File: src/rtl/lsu_pkg.sv
// Shared encodings and defaults for the load/store unit.
package lsu_pkg;

    localparam int LSU_MEM_WORDS = 16;

    localparam logic [1:0] SIZE_BYTE = 2'b00;
    localparam logic [1:0] SIZE_HALF = 2'b01;
    localparam logic [1:0] SIZE_WORD = 2'b10;

    typedef enum logic [1:0] {
        IDLE  = 2'b00,
        READ  = 2'b01,
        WRITE = 2'b10,
        DONE  = 2'b11
    } lsu_state_t;

endpackage

File: src/rtl/load_store_unit_if.sv
// Pipeline-side request/response bundle and memory-side strobe bundle.
interface lsu_req_if;
    logic        reqValid;
    logic        reqReady;
    logic        reqWrite;
    logic [1:0]  reqSize;
    logic        reqSigned;
    logic [31:0] reqAddr;
    logic [31:0] reqData;
    logic        respValid;
    logic [31:0] respData;
    logic        respErr;

    modport master (
        output reqValid, reqWrite, reqSize, reqSigned, reqAddr, reqData,
        input  reqReady, respValid, respData, respErr
    );
    modport slave (
        input  reqValid, reqWrite, reqSize, reqSigned, reqAddr, reqData,
        output reqReady, respValid, respData, respErr
    );
endinterface

interface lsu_mem_if;
    logic [31:0] memAddress;
    logic [31:0] memDataIn;
    logic        memRead;
    logic        memWrite;
    logic [31:0] memDataOut;

    modport master (
        output memAddress, memDataIn, memRead, memWrite,
        input  memDataOut
    );
    modport slave (
        input  memAddress, memDataIn, memRead, memWrite,
        output memDataOut
    );
endinterface

File: src/rtl/lsu_lane_unit.sv
// Little-endian lane extract (loads) and lane merge (stores); LSU_SUBWORD_EN builds sub-word lanes.
// Latency: combinational.
// Backpressure: none, pure function of its inputs.
module lsu_lane_unit
    import lsu_pkg::*;
(
    input  logic [1:0]  lane,
    input  logic [1:0]  size,
    input  logic        sgn,
    input  logic [31:0] rdata,
    input  logic [31:0] wdata,
    output logic [31:0] ld_data,
    output logic [31:0] st_data
);
`ifdef LSU_SUBWORD_EN
    logic [7:0]  byte_sel;
    logic [15:0] half_sel;

    always_comb begin
        byte_sel = 8'(rdata >> {lane, 3'b000});
        half_sel = lane[1] ? rdata[31:16] : rdata[15:0];

        ld_data = rdata;
        st_data = wdata;
        case (size)
            SIZE_BYTE: begin
                ld_data = {{24{sgn & byte_sel[7]}}, byte_sel};
                st_data = rdata;
                st_data[{lane, 3'b000} +: 8] = wdata[7:0];
            end
            SIZE_HALF: begin
                ld_data = {{16{sgn & half_sel[15]}}, half_sel};
                st_data = rdata;
                st_data[{lane[1], 4'b0000} +: 16] = wdata[15:0];
            end
            default: ;
        endcase
    end
`else
    logic unused_lane;

    assign unused_lane = ^{lane, size, sgn};
    assign ld_data     = rdata;
    assign st_data     = wdata;
`endif
endmodule

File: src/rtl/load_store_unit.sv
// Load/store initiator for a word-indexed data memory; LSU_SUBWORD_EN enables byte/halfword.
// Latency: error 1, load/word store 2, sub-word store (read-modify-write) 3 cycles to respValid.
// Backpressure: reqReady high only in IDLE; one request in flight at a time.
module load_store_unit
    import lsu_pkg::*;
#(
    parameter int MEM_WORDS = LSU_MEM_WORDS
) (
    input  logic      clk,
    input  logic      rstN,
    lsu_req_if.slave  req,
    lsu_mem_if.master mem
);
    lsu_state_t  state_q;
    logic [1:0]  size_q;
    logic [1:0]  lane_q;
    logic        sgn_q;
    logic [31:0] wdata_q;
    logic [31:0] addr_q;
    logic [31:0] mem_wdata_q;
    logic [31:0] resp_data_q;
    logic        resp_vld_q;
    logic        resp_err_q;
    logic        req_err;
    logic [31:0] ld_data;
    logic [31:0] st_data;
`ifdef LSU_SUBWORD_EN
    logic        wr_q;
`else
    logic        unused_st;

    assign unused_st = ^st_data;
`endif

    always_comb begin
        req_err = ({2'b00, req.reqAddr[31:2]} >= 32'(MEM_WORDS));
`ifdef LSU_SUBWORD_EN
        if (req.reqSize == 2'b11)                                     req_err = 1'b1;
        if (req.reqSize == SIZE_HALF && req.reqAddr[0])               req_err = 1'b1;
        if (req.reqSize == SIZE_WORD && req.reqAddr[1:0] != 2'b00)    req_err = 1'b1;
`else
        if (req.reqSize != SIZE_WORD || req.reqAddr[1:0] != 2'b00)    req_err = 1'b1;
`endif
    end

    lsu_lane_unit u_lane (
        .lane    (lane_q),
        .size    (size_q),
        .sgn     (sgn_q),
        .rdata   (mem.memDataOut),
        .wdata   (wdata_q),
        .ld_data (ld_data),
        .st_data (st_data)
    );

    always_ff @(posedge clk or negedge rstN) begin
        if (!rstN) begin
            state_q     <= IDLE;
            size_q      <= '0;
            lane_q      <= '0;
            sgn_q       <= 1'b0;
            wdata_q     <= '0;
            addr_q      <= '0;
            mem_wdata_q <= '0;
            resp_data_q <= '0;
            resp_vld_q  <= 1'b0;
            resp_err_q  <= 1'b0;
`ifdef LSU_SUBWORD_EN
            wr_q        <= 1'b0;
`endif
        end else begin
            case (state_q)
                IDLE: if (req.reqValid) begin
                    size_q  <= req.reqSize;
                    lane_q  <= req.reqAddr[1:0];
                    sgn_q   <= req.reqSigned;
                    wdata_q <= req.reqData;
                    addr_q  <= {2'b00, req.reqAddr[31:2]};
`ifdef LSU_SUBWORD_EN
                    wr_q    <= req.reqWrite;
`endif
                    if (req_err) begin
                        resp_vld_q  <= 1'b1;
                        resp_err_q  <= 1'b1;
                        resp_data_q <= '0;
                        state_q     <= DONE;
                    end else if (!req.reqWrite) begin
                        state_q <= READ;
`ifdef LSU_SUBWORD_EN
                    end else if (req.reqSize != SIZE_WORD) begin
                        // sub-word store fetches the target word first
                        state_q <= READ;
`endif
                    end else begin
                        mem_wdata_q <= req.reqData;
                        state_q     <= WRITE;
                    end
                end
                READ: begin
`ifdef LSU_SUBWORD_EN
                    if (wr_q) begin
                        mem_wdata_q <= st_data;
                        state_q     <= WRITE;
                    end else begin
                        resp_vld_q  <= 1'b1;
                        resp_err_q  <= 1'b0;
                        resp_data_q <= ld_data;
                        state_q     <= DONE;
                    end
`else
                    resp_vld_q  <= 1'b1;
                    resp_err_q  <= 1'b0;
                    resp_data_q <= ld_data;
                    state_q     <= DONE;
`endif
                end
                WRITE: begin
                    resp_vld_q  <= 1'b1;
                    resp_err_q  <= 1'b0;
                    resp_data_q <= '0;
                    state_q     <= DONE;
                end
                default: begin
                    resp_vld_q  <= 1'b0;
                    resp_err_q  <= 1'b0;
                    resp_data_q <= '0;
                    state_q     <= IDLE;
                end
            endcase
        end
    end

    assign req.reqReady  = (state_q == IDLE);
    assign req.respValid = resp_vld_q;
    assign req.respErr   = resp_err_q;
    assign req.respData  = resp_data_q;
    assign mem.memRead    = (state_q == READ);
    assign mem.memWrite   = (state_q == WRITE);
    assign mem.memAddress = addr_q;
    assign mem.memDataIn  = mem_wdata_q;
endmodule

File: src/flat_wrapper.sv
// flat-port wrapper written by rule: the top's interface ports become plain ports
module load_store_unit_flat import lsu_pkg::*;
#(
    parameter int MEM_WORDS = LSU_MEM_WORDS
)
  (clk, rstN, req_reqValid, req_reqWrite, req_reqSize, req_reqSigned, req_reqAddr, req_reqData, req_reqReady, req_respValid, req_respData, req_respErr, mem_memAddress, mem_memDataIn, mem_memRead, mem_memWrite, mem_memDataOut);
  lsu_req_if req_i ();
  lsu_mem_if mem_i ();
  input  logic clk;
  input  logic rstN;
  input wire logic [$bits(req_i.reqValid)-1:0] req_reqValid;
  input wire logic [$bits(req_i.reqWrite)-1:0] req_reqWrite;
  input wire logic [$bits(req_i.reqSize)-1:0] req_reqSize;
  input wire logic [$bits(req_i.reqSigned)-1:0] req_reqSigned;
  input wire logic [$bits(req_i.reqAddr)-1:0] req_reqAddr;
  input wire logic [$bits(req_i.reqData)-1:0] req_reqData;
  output wire logic [$bits(req_i.reqReady)-1:0] req_reqReady;
  output wire logic [$bits(req_i.respValid)-1:0] req_respValid;
  output wire logic [$bits(req_i.respData)-1:0] req_respData;
  output wire logic [$bits(req_i.respErr)-1:0] req_respErr;
  output wire logic [$bits(mem_i.memAddress)-1:0] mem_memAddress;
  output wire logic [$bits(mem_i.memDataIn)-1:0] mem_memDataIn;
  output wire logic [$bits(mem_i.memRead)-1:0] mem_memRead;
  output wire logic [$bits(mem_i.memWrite)-1:0] mem_memWrite;
  input wire logic [$bits(mem_i.memDataOut)-1:0] mem_memDataOut;
  assign req_i.reqValid = req_reqValid;
  assign req_i.reqWrite = req_reqWrite;
  assign req_i.reqSize = req_reqSize;
  assign req_i.reqSigned = req_reqSigned;
  assign req_i.reqAddr = req_reqAddr;
  assign req_i.reqData = req_reqData;
  assign req_reqReady = req_i.reqReady;
  assign req_respValid = req_i.respValid;
  assign req_respData = req_i.respData;
  assign req_respErr = req_i.respErr;
  assign mem_memAddress = mem_i.memAddress;
  assign mem_memDataIn = mem_i.memDataIn;
  assign mem_memRead = mem_i.memRead;
  assign mem_memWrite = mem_i.memWrite;
  assign mem_i.memDataOut = mem_memDataOut;
  load_store_unit #(.MEM_WORDS(MEM_WORDS)) u_core (.clk(clk), .rstN(rstN), .req(req_i), .mem(mem_i));
endmodule
File: config.mk
export PLATFORM = sky130hd
export DESIGN_NAME = load_store_unit_flat
export DESIGN_NICKNAME = d
export VERILOG_FILES = /design/src/rtl/lsu_pkg.sv /design/src/rtl/load_store_unit_if.sv /design/src/rtl/lsu_lane_unit.sv /design/src/rtl/load_store_unit.sv /design/src/flat_wrapper.sv
export SDC_FILE = /design/constraint.sdc
export NUM_CORES = 1
export LEC_CHECK = 0
export CORE_MARGIN = 2
export CORE_UTILIZATION = 50
export DETAILED_ROUTE_END_ITERATION = 8
export PLACE_DENSITY = 0.95
export SLEW_MARGIN = 15
export SYNTH_ARGS = -nofsm -noshare
export SYNTH_HDL_FRONTEND = slang
export SYNTH_HIERARCHICAL = 1
export SYNTH_SLANG_ARGS = --single-unit
export TNS_END_PERCENT = 10
File: constraint.sdc
create_clock -name clk -period 3.07 [get_ports clk]
set_input_delay 0.307 -clock clk [delete_from_list [all_inputs] [get_ports clk]]
set_output_delay 0.307 -clock clk [all_outputs]
set_load 0.01 [all_outputs]
* Word level (Yosys, flattened, before mapping)
Cells that the tools add are included.
** Word-level totals
- Word-level logic and storage cells :: 32
- Output and inout port bits :: 101
- Bits of input ports :: 103
- Bits in registers :: 98
** Operators by class
- Bitwise logic cells :: 1
- Multiplexer cells :: 12
- Order comparisons :: 1
- Eq/ne operators :: 5
- Reductions and logical operators :: 7
** Operators by type and width (count)
- two-way mux 32 bit :: 2
- case mux 32 bit (2 select lines) :: 1
- >= comparator 30 x 5 -> 1 bit, second input constant :: 1
- two-way mux 2 bit :: 3
- two-way mux 1 bit :: 4
- inequality test 2 bit, second input constant :: 2
- case mux 2 bit (2 select lines) :: 1
- AND reduction 2 bit :: 2
- AND reduction 4 bit :: 1
- == test 2 x 1 -> 1 bit, second input constant :: 1
- == test 2 bit, second input constant :: 1
- logical NOT 2 bit :: 1
- inequality test 2 x 1 -> 1 bit, second input constant :: 1
- case mux 1 bit (2 select lines) :: 1
- nonzero test 2 bit :: 1
- OR reduction 2 bit :: 1
- logical OR 1 bit :: 1
- NOT 1 bit :: 1

* Logic depth before layout (Yosys ltp)
Gate-level depths: netlist (run 1).
- Word-level depth :: 6
- Depth in mapped cells :: 8
- Gate-level depth less buffers :: 6

* By module
Netlist (run 1), hierarchy kept.
** By module, submodules not included
- load_store_unit :: cells each 386, area each 5605.4 sq um, instances 1, sequential area each 3378.2 sq um
- lsu_lane_unit :: cells each 64, area each 480.5 sq um, instances 1, sequential area each 0.0 sq um

* Worst setup path before layout (run 1)
No wires, ideal clock.
- Path type :: reg-to-reg
- Start :: register u_core.state_q[0]
- End :: register u_core/lane_q[0] (netlist name)
- Cell stages (with the launch flop) :: 7
- Arrival time :: 1.948 ns
- Path buffers :: 2
- Data required time :: 2.945 ns
- Setup slack :: 0.998 ns
- Clock period less this slack :: 2.072 ns
- Library setup time :: 0.125 ns
- Path through :: dfrtp_1 > inv_1 > ha_1 > nand2_1 > buf_1 > buf_1 > mux2_2
** RTL lines
- start: declaration :: line load_store_unit.sv:14 : lsu_state_t state_q;
- start signal: assignment :: line load_store_unit.sv:58 : state_q <= IDLE;
- start signal: assignment :: line load_store_unit.sv:86 : state_q <= DONE;
- start signal: assignment :: line load_store_unit.sv:88 : state_q <= READ;

* Worst setup path in the final report (run 1)
- Start :: input port req_reqAddr[17]
- End :: register u_core.mem_wdata_q[16], in the netlist u_core/mem.memDataIn[16]
** On the way
- Word-level cells in the longest chain between the ends :: 4
** RTL lines
- start: declaration :: line flat_wrapper.sv:15 : input wire logic [$bits(req_i.reqAddr)-1:0] req_reqAddr;
- >= comparator 30 x 5 -> 1 bit :: line load_store_unit.sv:36 : req_err = ({2'b00, req.reqAddr[31:2]} >= 32'(MEM_WORDS));
- two-way mux 1 bit :: line load_store_unit.sv:42 : if (req.reqSize != SIZE_WORD || req.reqAddr[1:0] != 2'b00) req_err = 1'b1;
- NOT 1 bit (no source line)
- AND reduction 4 bit (no source line)
- end signal: assignment :: line load_store_unit.sv:95 : mem_wdata_q <= req.reqData;
- end: declaration :: line load_store_unit.sv:20 : logic [31:0] mem_wdata_q;
No other way between the ends.
A chain may end at the register's enable or synchronous reset.

==> key figures, run 1 <==
Outcome
  • Outcome: finished clean

Power
  • Peak supply drop: 0.000529 V
  • PD cells: 737 nW/um^2
  • Overall power: 4.80 mW
  • Leak: 3.09 nW

Clock network
  • Worst skew pair latency: 340 ps
  • CTS buffer count: 9
  • CTS tree: built
  • Post-CTS sizing: 0
  • Clock sink count: 98
  • Clk root buf: clkbuf_8
  • Worst-case clock buffer depth: 2
  • Clk slew on worst S/H paths: 90 ps
  • CTS Hold Buffers Added: 0
  • Setup bufs post-CTS: 0
  • Max H-tree Level: 3

Global routing
  • Total GRT Usage: 23.1%
  • Largest net degree at the start of global routing: 58
  • First-pass GRT wire length: 17800 um
  • Vias in the first global route: 3495
  • GRT overflow: 0
  • Initial antenna violation count: 0

Setup path
  • Slowest-stage cell, CP: or4_4
  • Worst EP required: 3300 ps
  • Kind of critical path: in2reg
  • Cell chain of the critical path: clkdlybuf4s50_1 -> nor4_1 -> nand4_1 -> or4_4 -> mux2_4
  • Largest fanout on the critical path: 32
  • WP buf/inv: 1
  • Startpoint type of the worst setup path: input pin
  • CP peak stage delay: 790 ps
  • Crit end category: register
  • Arrival time at the worst endpoint: 2880 ps
  • Crit path max-delay family: simple AND/OR/NAND/NOR gates

STA
  • Unrepaired setup endpoints after global routing: false
  • Clock Skew: 12.6 ps
  • Fin crit share: 86.5%
  • Setup violators final: 0
  • Final Slew Violations: 0
  • Final Hold Viols: 0
  • Highest Clock Rate: 377 MHz
  • TNS Setup: 0 ps
  • Worst Max-Slew Pin Slew: 736 ps
  • Slew HR: 50.9%
  • Final min period: 2650 ps

Floorplan
  • Die width: 98.8 um
  • Core Footprint: 8720 um^2
  • Die area: 9770 um^2
  • Starting density of the core: 51.5%
  • Top-Level Pins: 204
  • Die Y: 98.8 um
  • Rows: 34

Layout
  • Finished Cell Area: 6520 um^2
  • # diodes: 0
  • Area grow syn2layout: 44.9%
  • Final core occ: 74.7%
  • Fin nets: 616
  • Share of cells above drive strength 1: 16.8%
  • FILL cells: 532

Drt
  • WL per Instance: 17.8 um
  • Initial drt markers: 118
  • Drt first pass iters: 4
  • Post-DRT Antenna Nets: 0
  • Routed via count: 3083
  • Vias per cell: 4.98
  • Routed WL: 11000 um
  • Drt drc: 0

Synth
  • Syn Inst Count: 342
  • Post-synthesis area per instance: 13.1 um^2
  • Yosys warns: 6
  • Synthesized area: 4500 um^2

Min path
  • Hold Path Class: in2async

Place
  • Post-DP Area: 6290 um^2
  • PortBufs: 200
  • Post-DP HPWL: 8390 um
  • Final GP Congestion: 0.813

Job
  • Max capacitance violation total: 0
## report_power, final
group          total (mW)  leakage, nW  internal [mW]  switching [mW]
sequential           1.87         1.28           1.66           0.211
combinational        1.99         1.70           1.15           0.841
clock               0.945        0.109          0.534           0.411
total                4.80         3.09           3.34            1.46
## worst register-to-register path: cells and delay by family, from the launching register on
family	cells	cell delay, ps
buffers and inverters	1	100
AND/OR/NAND/NOR	2	870
multiplexers	1	410
adder cells (fa/ha/maj)	1	230
flip-flops	1	430
## routing by layer
layer | part of all wire (%) | GRT usage, %
met3 | 10 | 8.44
met2 | 49 | 38.9
met1 | 38 | 26.8
met5 | 0 | 0
met4 | 2.4 | 9.27
## cell type report
class | instances | area [um^2] | area share [%]
Multi-Input combinational cell | 159 | 1540 | 23.7
Inverter | 36 | 135 | 2.07
Clock inverter | 3 | 90.1 | 1.38
Clock buffer | 11 | 131 | 2.02
Timing Repair Buffer | 204 | 2030 | 31.1
Tap cell | 108 | 135 | 2.07
Sequential cell | 98 | 2450 | 37.6
## sequential cells by signal, indices dropped and copies added (netlist names)
name	count
u_core/req.respData	32
u_core/mem.memAddress	30
u_core/req.respValid	1
u_core/req.respErr	1
u_core/mem.memDataIn	32
u_core/state_q	2
## metrics by stage
step / setup WS (ps) / hold slack [ps] / std cells
2_1_floorplan: 1030 / 11.4 / 343
3_3_place_gp: 286 / 399 / 605
3_5_place_dp: 99.2 / 410 / 605
4_1_cts: 479 / 21.4 / 619
5_1_grt: 351 / 65.0 / 619
6_report: 416 / 7.10 / 619
## path summary, 6_finish.rpt
| path | startpoint | to | slack, ps | depth (start not counted) |
|---|---|---|---|---|
| worst max-delay path | req_reqAddr[17] | u_core/mem.memDataIn[16]$_DFFE_PN0P_ | 420 | 5 |
| min in group clk | u_core/mem.memAddress[10]$_DFFE_PN0P_ | u_core/mem.memAddress[10]$_DFFE_PN0P_ | 510 | 1 |
| worst min-delay path | rstN | u_core/mem.memAddress[15]$_DFFE_PN0P_ | 7 | 1 |
| max in group asynchronous | rstN | u_core/state_q[0]$_DFFE_PN0P_ | 2230 | 2 |
| worst min register to register | u_core/mem.memAddress[10]$_DFFE_PN0P_ | u_core/mem.memAddress[10]$_DFFE_PN0P_ | 510 | 1 |
| worst max register to register | u_core/state_q[0]$_DFFE_PN0P_ | u_core/mem.memDataIn[16]$_DFFE_PN0P_ | 920 | 5 |
## placed cells by master, fill, tap and decap left out, types with 3 or more instances in the layout
cell type	instances
mux2_4	30
nor4_2	3
dfrtp_1	98
ha_1	5
mux2i_1	33
inv_1	36
mux2_2	32
bufinv_16	3
buf_4	5
nor4_1	3
clkdlybuf4s50_1	199
clkbuf_8	9
nand2_1	33
No activity file was read; power rests on OpenSTA's default activity.
==> inputs of run 2 (changes only) <==
--- a/config.mk
+++ b/config.mk
@@ -5,6 +5,7 @@
 export SDC_FILE = /design/constraint.sdc
 export NUM_CORES = 1
 export LEC_CHECK = 0
+export CORE_ASPECT_RATIO = 1.25
 export CORE_MARGIN = 2
 export CORE_UTILIZATION = 50
 export DETAILED_ROUTE_END_ITERATION = 8
==> run 2 against run 1 <==
Compared with the run above:
- count of clock-buffer cells in the layout increased by 1
- die area is essentially flat
- sequential share of layout area rose by 0.15 points
- register-to-register slack got worse by 50 ps
- worst setup slack improved by 140 ps
- combinational power hardly changed
- sequential cell count unchanged
- final cell count up 1.9%
- critical path type unchanged
- wire length decreased by 4.1%
- largest cell class unchanged
- hold slack worse by 3.4 ps
- clock skew decreased by 2.1 ps
- power shrank 3.3%
==> key figures, run 2 (synthesis results as in run 1) <==
Outcome
  • Outcome: finished clean (unchanged)

Global routing
  • Vias in the first global route: 3293 (was 3495)
  • First-pass GRT wire length: 16100 um (was 17800 um)
  • Largest net degree at the start of global routing: 91 (was 58)
  • Total GRT Usage: 21.9% (was 23.1%)
  • Initial antenna violation count: 0 (unchanged)
  • GRT overflow: 0 (unchanged)

Layout
  • Share of cells above drive strength 1: 16.8% (unchanged)
  • Area grow syn2layout: 44.4% (was 44.9%)
  • Multi-input gate area: 1540 um^2 (unchanged)
  • Most common cell after layout, fill and taps aside: clkdlybuf4s50_1 (unchanged)
  • FILL cells: 578 (was 532)
  • # diodes: 0 (unchanged)
  • Fin nets: 615 (was 616)
  • Sequential Area: 2450 um^2 (unchanged)
  • Most frequent cells in the layout: clkdlybuf4s50_1, dfrtp_1, inv_1 (unchanged)

Floorplan
  • Starting density of the core: 51.7% (was 51.5%)
  • Top-Level Pins: 204 (unchanged)
  • Core Footprint: 8700 um^2 (was 8720 um^2)
  • Die width: 88.8 um (was 98.8 um)
  • Die Y: 110 um (was 98.8 um)
  • Die area: 9770 um^2 (about the same)
  • Rows: 38 (was 34)

Drt
  • Vias per cell: 4.84 (was 4.98)
  • Routed WL: 10500 um (was 11000 um)
  • Drt drc: 0 (unchanged)
  • Initial drt markers: 76 (was 118)
  • WL per Instance: 16.7 um (was 17.8 um)
  • Routed via count: 3056 (was 3083)
  • Post-DRT Antenna Nets: 0 (unchanged)
  • Drt first pass iters: 4 (unchanged)

STA
  • Worst Max-Slew Pin Slew: 798 ps (was 736 ps)
  • Setup violators final: 0 (unchanged)
  • Slew HR: 46.8% (was 50.9%)
  • Final Hold Viols: 0 (unchanged)
  • Unrepaired setup endpoints after global routing: false (unchanged)
  • Fin crit share: 82.0% (was 86.5%)
  • Final Slew Violations: 0 (unchanged)
  • Highest Clock Rate: 397 MHz (was 377 MHz)
  • Hold slack: 3.65 ps (was 7.10 ps)
  • Final min period: 2520 ps (was 2650 ps)
  • Clock Skew: 10.6 ps (was 12.6 ps)
  • TNS Setup: 0 ps (unchanged)

Setup path
  • Worst r2r path cells: 5 (unchanged)
  • Worst EP required: 3310 ps (was 3300 ps)
  • Reg-to-Reg Start: u_core/state_q[0]$_DFFE_PN0P_ (unchanged)
  • RR Endpoint: u_core/mem.memDataIn[24]$_DFFE_PN0P_ (was u_core/mem.memDataIn[16]$_DFFE_PN0P_)
  • Largest fanout on the critical path: 32 (unchanged)
  • Capture point of the worst path: u_core/mem.memDataIn[24]$_DFFE_PN0P_ (was u_core/mem.memDataIn[16]$_DFFE_PN0P_)
  • Startpoint type of the worst setup path: input pin (unchanged)
  • R2r setup slk: 870 ps (was 920 ps)
  • Kind of critical path: in2reg (unchanged)
  • Worst Setup SP: req_reqAddr[13] (was req_reqAddr[17])
  • Arrival time at the worst endpoint: 2760 ps (was 2880 ps)
  • Crit end category: register (unchanged)

Clock network
  • Worst-case clock buffer depth: 2 (unchanged)
  • Setup bufs post-CTS: 0 (unchanged)
  • CTS tree: built (unchanged)
  • Post-CTS sizing: 0 (unchanged)
  • Worst skew pair latency: 360 ps (was 340 ps)
  • Clk root buf: clkbuf_8 (unchanged)
  • CTS buffer count: 9 (unchanged)
  • Clock sink count: 98 (unchanged)
  • Max H-tree Level: 3 (unchanged)
  • Clk slew on worst S/H paths: 90 ps (about the same)
  • CTS Hold Buffers Added: 0 (unchanged)

Job
  • Max capacitance violation total: 0 (unchanged)

Min path
  • Hold Path Class: in2async (unchanged)

Place
  • PortBufs: 200 (unchanged)
  • Post-DP HPWL: 7850 um (was 8390 um)
  • Final GP Congestion: 0.815 (was 0.813)

Power
  • Peak supply drop: 0.000617 V (was 0.000529 V)
  • Leak: 3.07 nW (was 3.09 nW)
  • PD cells: 715 nW/um^2 (was 737 nW/um^2)
-- run 2: worst min-delay path by stage --
stage                                       endpoint                                   from  slack, ps  depth (start not counted)
2_1_floorplan   u_core/mem.memAddress[0]$_DFFE_PN0P_                                   rstN         10                          0
3_3_place_gp          u_core/req.respErr$_DFFE_PN0P_         u_core/req.respErr$_DFFE_PN0P_        470                          1
3_5_place_dp   u_core/mem.memAddress[22]$_DFFE_PN0P_  u_core/mem.memAddress[22]$_DFFE_PN0P_        490                          1
4_1_cts         u_core/mem.memAddress[3]$_DFFE_PN0P_                                   rstN        180                          1
5_1_grt         u_core/mem.memDataIn[21]$_DFFE_PN0P_                                   rstN         70                          1
6_report         u_core/req.respData[19]$_DFFE_PN0P_                                   rstN          4                          1
-- run 2: metal layers --
layer	GRT usage, %	wire length (um)	vias to the layer above
met5	0	0	-
met4	10.6	278	0
met3	5.96	818	20
met2	38.4	5580	129
met1	24.2	3860	1494
li1	-	-	1413
-- run 2: where the power goes --
part | internal [mW] | switching (mW)
clock | 0.393 | 0.417
combinational | 1.15 | 0.824
sequential | 1.66 | 0.202
-- run 2: layout make-up --
| cell class | instances | area share [%] |
|---|---|---|
| clock buffer | 12 | 2.24 |
| multi-input combinational | 159 | 23.8 |
| sequential | 98 | 37.8 |
| timing repair buffer | 203 | 31.2 |
| clock inverter | 3 | 0.617 |
| inverter | 36 | 2.08 |
| tap | 120 | 2.31 |
-- run 2: per-stage QoR --
step / setup slack, ps / area, um^2 / cells / power [mW] / util [%]
final: 554 / 6490 / 631 / 4.64 / 74.6
after global routing: 537 / 6490 / 631 / 4.91 / 74.6
after CTS: 609 / 6480 / 631 / 4.71 / 74.5
after detailed placement: 305 / 6300 / 616 / 3.88 / 72.4
after global placement: 347 / 6300 / 616 / 3.79 / 72.4
after floorplan: 1030 / 4500 / 343 / 2.78 / -
-- run 2: worst max-delay path: stages --
cell	delay, ps
clkdlybuf4s50_1	440
nor4_1	550
nand4_1	270
or4_4	780
mux2_4	390
